==> config.mk <==
export PLATFORM = sky130hd
export DESIGN_NAME = kd_sort_ctrl
export DESIGN_NICKNAME = d
export VERILOG_FILES = /design/src/rtl/kd_pkg.sv /design/src/rtl/kd_sort_ctrl_stack.sv /design/src/rtl/kd_sort_ctrl.sv
export SDC_FILE = /design/constraint.sdc
export NUM_CORES = 1
export LEC_CHECK = 0
export BUFFER_PORTS_ARGS = -buffer_cell sky130_fd_sc_hd__buf_4
export CORE_ASPECT_RATIO = 1.4
export CORE_MARGIN = 1.5
export CORE_UTILIZATION = 57
export DETAILED_ROUTE_END_ITERATION = 16
export GPL_TIMING_DRIVEN = 0
export PLACE_DENSITY = 0.85
export RECOVER_POWER = 100
export SETUP_SLACK_MARGIN = 0.3
export SLEW_MARGIN = 0
export SYNTH_ARGS = -nofsm -noshare
export SYNTH_HDL_FRONTEND = slang
export SYNTH_SLANG_ARGS = --single-unit
==> constraint.sdc <==
create_clock -name clk -period 3.4 [get_ports clk]
set_clock_uncertainty 0.05 [all_clocks]
set_input_delay 0.68 -clock clk [delete_from_list [all_inputs] [get_ports clk]]
set_output_delay 0.68 -clock clk [all_outputs]
set_load 0.005 [all_outputs]
==> src/rtl/kd_pkg.sv <==
// rtl/kd_pkg.sv - shared states, default sizes and heap-index helpers for the kd-tree controller
package kd_pkg;

    typedef enum logic [3:0] {
        IDLE, SORT_EVEN, SORT_ODD, SORT_CHK, LVL_NEXT, READY, PROP, PROP_CHK, DONE
    } kd_state_e;

    function automatic int unsigned kd_nodes(input int unsigned lv);
        return (32'd1 << lv) - 32'd1;
    endfunction

    function automatic int unsigned kd_axis_w(input int unsigned d);
        return (d > 1) ? $clog2(d) : 1;
    endfunction

    function automatic int unsigned kd_cnt_w(input int unsigned nodes);
        return $clog2(nodes + 1);
    endfunction

    function automatic int unsigned kd_left(input int unsigned n);
        return 2 * n + 1;
    endfunction

    function automatic int unsigned kd_right(input int unsigned n);
        return 2 * n + 2;
    endfunction

    localparam int unsigned KD_DIM_DEF        = 3;
    localparam int unsigned KD_LEVELS_DEF     = 3;
    localparam int unsigned KD_MAX_PASSES_DEF = 16;
    localparam int unsigned KD_NODES          = kd_nodes(KD_LEVELS_DEF);
    localparam int unsigned KD_AXIS_W         = kd_axis_w(KD_DIM_DEF);
    localparam int unsigned KD_CNT_W          = kd_cnt_w(KD_NODES);

endpackage

==> src/rtl/kd_sort_ctrl_stack.sv <==
// rtl/kd_sort_ctrl_stack.sv - kd_bt_stack: LIFO of pending right branches; pushes while full are dropped
module kd_bt_stack #(
    parameter int unsigned WIDTH = 8,
    parameter int unsigned DEPTH = 3
) (
    input  logic             clk_i,
    input  logic             rst_ni,
    input  logic             push_i,
    input  logic             pop_i,
    input  logic [WIDTH-1:0] data_i,
    output logic [WIDTH-1:0] top_o,
    output logic             empty_o,
    output logic             full_o
);
    localparam int unsigned PW = $clog2(DEPTH + 1);
    localparam int unsigned IW = (DEPTH > 1) ? $clog2(DEPTH) : 1;

    logic [WIDTH-1:0] mem_q [2**IW];
    logic [PW-1:0]    sp_q, sp_d, top_idx;

    assign empty_o = (sp_q == '0);
    assign full_o  = (sp_q == PW'(DEPTH));
    assign top_idx = sp_q - PW'(1);
    assign top_o   = mem_q[top_idx[IW-1:0]];

    always_comb begin
        sp_d = sp_q;
        if (push_i && !full_o) begin
            sp_d = sp_q + PW'(1);
        end else if (pop_i && !empty_o) begin
            sp_d = sp_q - PW'(1);
        end
    end

    always_ff @(posedge clk_i or negedge rst_ni) begin
        if (!rst_ni) begin
            sp_q <= '0;
        end else begin
            sp_q <= sp_d;
        end
    end

    always_ff @(posedge clk_i) begin
        if (push_i && !full_o) begin
            mem_q[sp_q[IW-1:0]] <= data_i;
        end
    end

endmodule

==> src/rtl/kd_sort_ctrl.sv <==
// rtl/kd_sort_ctrl.sv - kd-tree sort/build and query-descent controller; KD_BACKTRACK_EN adds branch backtracking
module kd_sort_ctrl
    import kd_pkg::*;
#(
    parameter int unsigned dim        = KD_DIM_DEF,
    parameter int unsigned levels     = KD_LEVELS_DEF,
    parameter int unsigned max_passes = KD_MAX_PASSES_DEF,
    localparam int unsigned NODES = kd_nodes(levels),
    localparam int unsigned AW    = kd_axis_w(dim),
    localparam int unsigned CW    = kd_cnt_w(NODES)
) (
    input  logic             clk,
    input  logic             rst,
    input  logic             start,
    input  logic [NODES-1:0] stable_vec,
    input  logic [NODES-1:0] send_left_vec,
    input  logic [NODES-1:0] send_right_vec,
    input  logic             query_valid,
    output logic             query_ready,
    output logic [NODES-1:0] ce_en,
    output logic             sorting,
    output logic             point_prop,
    output logic [AW-1:0]    axis,
    output logic             busy,
    output logic             sort_done,
    output logic             sort_err,
    output logic             result_valid,
    output logic [CW-1:0]    visit_count
);
    localparam int unsigned NW = (NODES > 1) ? $clog2(NODES) : 1;
    localparam int unsigned LW = (levels > 1) ? $clog2(levels) : 1;
    localparam int unsigned PW = (max_passes > 0) ? $clog2(max_passes + 1) : 1;

    kd_state_e        state_q, state_d;
    logic [LW-1:0]    level_q, level_d;
    logic [PW-1:0]    pass_q, pass_d;
    logic [NW-1:0]    node_q, node_d;
    logic [CW-1:0]    visit_q, visit_d;
    logic             err_q, err_d, even_ok_q, even_ok_d, odd_ok_q, odd_ok_d;
    logic [NODES-1:0] lvl_mask, even_mask, odd_mask;
    int unsigned      lvl_first;
    logic             stable_ok, last_lvl;
    logic [AW-1:0]    axis_lvl;

`ifdef KD_BACKTRACK_EN
    localparam int unsigned SW = NW + LW;
    logic          bt_push, bt_pop, bt_empty, bt_full;
    logic [SW-1:0] bt_din, bt_top;

    // Entry remembers the right child and the level it lives on.
    assign bt_din = {NW'(kd_right(32'(node_q))), level_q + LW'(1)};

    kd_bt_stack #(.WIDTH(SW), .DEPTH(levels)) u_bt_stack (
        .clk_i  (clk),
        .rst_ni (rst),
        .push_i (bt_push),
        .pop_i  (bt_pop),
        .data_i (bt_din),
        .top_o  (bt_top),
        .empty_o(bt_empty),
        .full_o (bt_full)
    );
`endif

    // Level L occupies heap indices 2^L-1 .. 2^(L+1)-2; parity is of the in-level index.
    always_comb begin
        lvl_mask  = '0;
        even_mask = '0;
        odd_mask  = '0;
        lvl_first = (32'd1 << level_q) - 32'd1;
        for (int unsigned n = 0; n < NODES; n++) begin
            if (n >= lvl_first && n <= 2 * lvl_first) begin
                lvl_mask[n] = 1'b1;
                if (((n - lvl_first) & 32'd1) == 32'd0) even_mask[n] = 1'b1;
                else                                     odd_mask[n]  = 1'b1;
            end
        end
    end

    assign stable_ok = ((stable_vec & lvl_mask) == lvl_mask);
    assign last_lvl  = (32'(level_q) == levels - 1);
    assign axis_lvl  = AW'(32'(level_q) % dim);

    always_ff @(posedge clk or negedge rst) begin
        if (!rst) begin
            state_q   <= IDLE;
            level_q   <= '0;
            pass_q    <= '0;
            node_q    <= '0;
            visit_q   <= '0;
            err_q     <= 1'b0;
            even_ok_q <= 1'b0;
            odd_ok_q  <= 1'b0;
        end else begin
            state_q   <= state_d;
            level_q   <= level_d;
            pass_q    <= pass_d;
            node_q    <= node_d;
            visit_q   <= visit_d;
            err_q     <= err_d;
            even_ok_q <= even_ok_d;
            odd_ok_q  <= odd_ok_d;
        end
    end

    always_comb begin
        state_d   = state_q;
        level_d   = level_q;
        pass_d    = pass_q;
        node_d    = node_q;
        visit_d   = visit_q;
        err_d     = err_q;
        even_ok_d = even_ok_q;
        odd_ok_d  = odd_ok_q;
`ifdef KD_BACKTRACK_EN
        bt_push   = 1'b0;
        bt_pop    = 1'b0;
`endif
        case (state_q)
            IDLE: if (start) begin
                state_d = SORT_EVEN;
                level_d = '0;
                pass_d  = '0;
                err_d   = 1'b0;
            end
            SORT_EVEN: begin
                even_ok_d = stable_ok;
                state_d   = SORT_ODD;
            end
            SORT_ODD: begin
                odd_ok_d = stable_ok;
                state_d  = SORT_CHK;
            end
            SORT_CHK: begin
                if (even_ok_q && odd_ok_q && stable_ok) begin
                    state_d = LVL_NEXT;
                end else begin
                    pass_d = pass_q + PW'(1);
                    if (32'(pass_d) >= max_passes) begin
                        err_d   = 1'b1;
                        state_d = LVL_NEXT;
                    end else begin
                        state_d = SORT_EVEN;
                    end
                end
            end
            LVL_NEXT: begin
                if (!last_lvl) begin
                    level_d = level_q + LW'(1);
                    pass_d  = '0;
                    state_d = SORT_EVEN;
                end else begin
                    state_d = READY;
                end
            end
            READY: if (query_valid) begin
                node_d  = '0;
                level_d = '0;
                visit_d = '0;
                state_d = PROP;
            end
            PROP: begin
                visit_d = visit_q + CW'(1);
                state_d = PROP_CHK;
            end
            PROP_CHK: begin
                if (!last_lvl && send_left_vec[node_q]) begin
                    node_d  = NW'(kd_left(32'(node_q)));
                    level_d = level_q + LW'(1);
                    state_d = PROP;
`ifdef KD_BACKTRACK_EN
                    bt_push = send_right_vec[node_q] && !bt_full;
`endif
                end else if (!last_lvl && send_right_vec[node_q]) begin
                    node_d  = NW'(kd_right(32'(node_q)));
                    level_d = level_q + LW'(1);
                    state_d = PROP;
                end else begin
`ifdef KD_BACKTRACK_EN
                    if (!bt_empty) begin
                        bt_pop            = 1'b1;
                        {node_d, level_d} = bt_top;
                        state_d           = PROP;
                    end else begin
                        state_d = DONE;
                    end
`else
                    state_d = DONE;
`endif
                end
            end
            DONE:    state_d = READY;
            default: state_d = IDLE;
        endcase
    end

    always_comb begin
        ce_en        = '0;
        sorting      = 1'b0;
        point_prop   = 1'b0;
        axis         = '0;
        busy         = 1'b1;
        query_ready  = 1'b0;
        sort_done    = 1'b0;
        result_valid = 1'b0;
        case (state_q)
            IDLE:      busy = 1'b0;
            SORT_EVEN: begin sorting = 1'b1; ce_en = even_mask; axis = axis_lvl; end
            SORT_ODD:  begin sorting = 1'b1; ce_en = odd_mask;  axis = axis_lvl; end
            LVL_NEXT:  sort_done = last_lvl;
            READY:     begin busy = 1'b0; query_ready = 1'b1; end
            PROP:      begin point_prop = 1'b1; ce_en = NODES'(1) << node_q; axis = axis_lvl; end
            DONE:      result_valid = 1'b1;
            default:   ;
        endcase
    end

    assign sort_err    = err_q;
    assign visit_count = visit_q;

endmodule

==> impl_metrics.toml <==
[grt]
antenna_found_initial = 0
grt_pass1_wl_um = 6637
grt_max_degree = 21
grt-ovfl-total = 0
grt_pass1_vias = 1538
grt_usage_pct = 26.27

[floorplanning]
dieArea_sq_mm = 0.003290
ios = 44
die_x_um = 48.91
rows = 23
die_h_um = 67.27
core_area_sq_mm = 0.002849
start_util_pct = 59.03

[cts]
cts_hold_buf = 0
cts.repair.resized = 0
post_cts_buffers = 0
clkTransAtPathRegs_ps = 70
h-tree-depth = 1
clockBufferDepth = 2
cts_tree = "built"
cts.sinks = 20
cts_buffers = 3
clkLatencyLatePin_ps = 260
clock-root-buffer = "clkbuf_8"

[sta]
tns_ps = 0
maxSlewViolCount = 0
fin_hold_ws_ps = 459.3
hold_viol = 0
rsz0062_at_grt = "false"
post-route-min-period_ps = 2828
fmax_ghz = 0.3536
setup-violations-final = 0
timing.slew.headroom_pct = 25.85
tightestPinTransition_ps = 1112
fin_crit_sh_pct = 83.19
setup_slack_ps = 571.7

[logic_synthesis]
yosys.area.top_type = "dfrtp_1"
syn_nets = 227
yosys_warnings = 0
syn_avg_cell_area_sq_um = 8.851
synth_area_sq_mm = 0.001682
ys_top_cells_by_area = "dfrtp_1, ha_1, mux2i_1, nand2_1, mux2_2"
yosysSeqAreaShare_pct = 29.76
synth-seq-cells = 20
ys_types = 49
async_flop_share_pct = 100.0
synth_top_cell_area_share_pct = 29.76
syn_inst = 190
synth-edff-count = 0
synth_flop_cell = "dfrtp_1"

[pwr]
p_leak_nw = 1.030
ir_worst_vdd_v = 0.0005192
p_total_mw = 1.657
power_density_mw_per_mm2 = 797.2

[final_layout]
num_antenna_cells = 0
final_core_util_pct = 72.95
fillers = 218
syn2layout_area_growth_pct = 23.59
drive_above_1_share_pct = 24.47
final_nets = 275

[place]
gp_congestion = 0.8540
dp_hpwl_um = 3185
dp_slack_ps = 916.6
port_buffers = 43

[run_status]
run_status = "finished clean"

[worst_setup_path]
cp_max_fo = 10
crit_chain = "clkbuf_1 -> nor2b_1 -> mux2i_1 -> nor3_1 -> a22o_1 -> clkbuf_4"
r2r_end = "pass_q[4]"
r2r_start = "level_q[0]"
critPathLaunchType = "flip-flop"
crit_path_end_kind = "output pin"
max_stage_delay_ps = 400
r2r_slack_ps = 810
worstSetupPathType = "reg2out"
cpMaxStageDelayCell = "dfrtp_1"
critPathRequiredTime_ps = 2670
r2r.worst_path.cells = 6
critPathArrivalTime_ps = 2100

[route]
wirelength_um = 4163
antenna_left = 0
viasPerCell = 5.945
via_count = 1629
drtIter0Drc = 39
drcViolationCount = 0
dr.pass1.iters = 4
wl_per_cell_um = 15.19

[flow_run]
max_cap_viol_count = 0

[hold_path]
hold_depth = 1
min-delay-start = "odd_ok_q"
hold_end = "odd_ok_q"
hp-class = "reg2reg"
sequential cells by signal, summed over array words and instances (netlist names):
| signal | flops |
|---|---|
| odd_ok_q | 1 |
| visit_count | 3 |
| level_q | 2 |
| sort_err | 1 |
| even_ok_q | 1 |
| node_q | 3 |
| state_q | 4 |
| pass_q | 5 |
final cells by class:
class	count	area (sq um)	share of cell area [%]
Multi-Input combinational cell	153	1092	52.56
Timing Repair Buffer	43	319.1	15.35
Tap cell	37	46.29	2.228
Inverter	8	30.03	1.445
Clock buffer	4	55.05	2.649
Buffer	9	35.03	1.686
Sequential cell	20	500.5	24.08
worst max-delay path, delay by kind of cell, from the launching register on:
family                 cells  cell delay (ps)
AO/OA/AOI/OAI              1              210
flip-flops                 1              400
multiplexers               1              130
AND/OR/NAND/NOR            2              730
buffers and inverters      2              350
placed cells by master (no fill, tap or decap), types with 3 or more instances in the layout:
| master | n |
|---|---|
| clkbuf_1 | 9 |
| xnor2_1 | 3 |
| clkbuf_4 | 16 |
| nand3_1 | 7 |
| nor3_1 | 9 |
| a22o_1 | 3 |
| ha_1 | 12 |
| clkbuf_8 | 4 |
| and3_1 | 5 |
| buf_4 | 26 |
| a21oi_1 | 7 |
| inv_1 | 8 |
| nor2b_1 | 7 |
| mux2_2 | 5 |
| nor2_1 | 11 |
| nand2_1 | 20 |
| mux2i_1 | 12 |
| dfrtp_1 | 20 |
| nor3b_1 | 5 |
| o21ai_0 | 10 |
through the flow:
step	area, sq um	std cells
final	2078	274
after global routing	2078	274
after CTS	2106	274
after detailed placement	2051	270
after global placement	2051	270
after floorplan	1682	190
cells by family after synthesis:
family	Yosys count	share of synthesized area, %
AO/OA/AOI/OAI	45	20.91
AND/OR/NAND/NOR	73	21.88
flip-flops	20	29.76
adder cells (fa/ha/maj)	12	8.928
XOR/XNOR	5	2.605
buffers and inverters	17	4.092
multiplexers	18	11.83
Yosys cell counts (all sizes together) (2+ instances only):
| cell | n |
|---|---|
| dfrtp | 20 |
| nand2 | 20 |
| ha | 12 |
| mux2i | 12 |
| nor2 | 11 |
| o21ai | 11 |
| nor3 | 9 |
| inv | 8 |
| a21oi | 7 |
| nand3 | 7 |
| nor2b | 7 |
| clkbuf | 6 |
| and3 | 5 |
| mux2 | 5 |
| nor3b | 5 |
| a22o | 3 |
| and2 | 3 |
| buf | 3 |
| xnor2 | 3 |
| a2111oi | 2 |
| a21o | 2 |
| a31o | 2 |
| a32o | 2 |
| nand2b | 2 |
| o211a | 2 |
| o21a | 2 |
| xor2 | 2 |
how the worst max path moves through the flow:
stage | from | end | slack (ps) | cells past startpoint
after floorplan | state_q[1] | ce_en[0] | 1250 | 5
after global placement | state_q[1] | ce_en[4] | 960 | 6
after detailed placement | state_q[1] | ce_en[0] | 920 | 6
after CTS | state_q[1] | ce_en[0] | 610 | 6
after global routing | state_q[1] | ce_en[4] | 430 | 6
final | state_q[1] | ce_en[0] | 570 | 6
power by group:
group          total (mW)  switching [mW]  internal, mW
clock network       0.184          0.0805         0.103
registers           0.406          0.0803         0.326
logic                1.07           0.597         0.470
total                1.66           0.758         0.899
routing by layer:
metal	vias to the layer above	GRT usage (%)	share of wire, %
met5	-	0	0
met4	0	9.643	1.2
met3	7	3.761	4.4
met1	780	27.89	39
met2	52	52.40	55
li1	790	-	-
(Power assumes the default switching activity.)
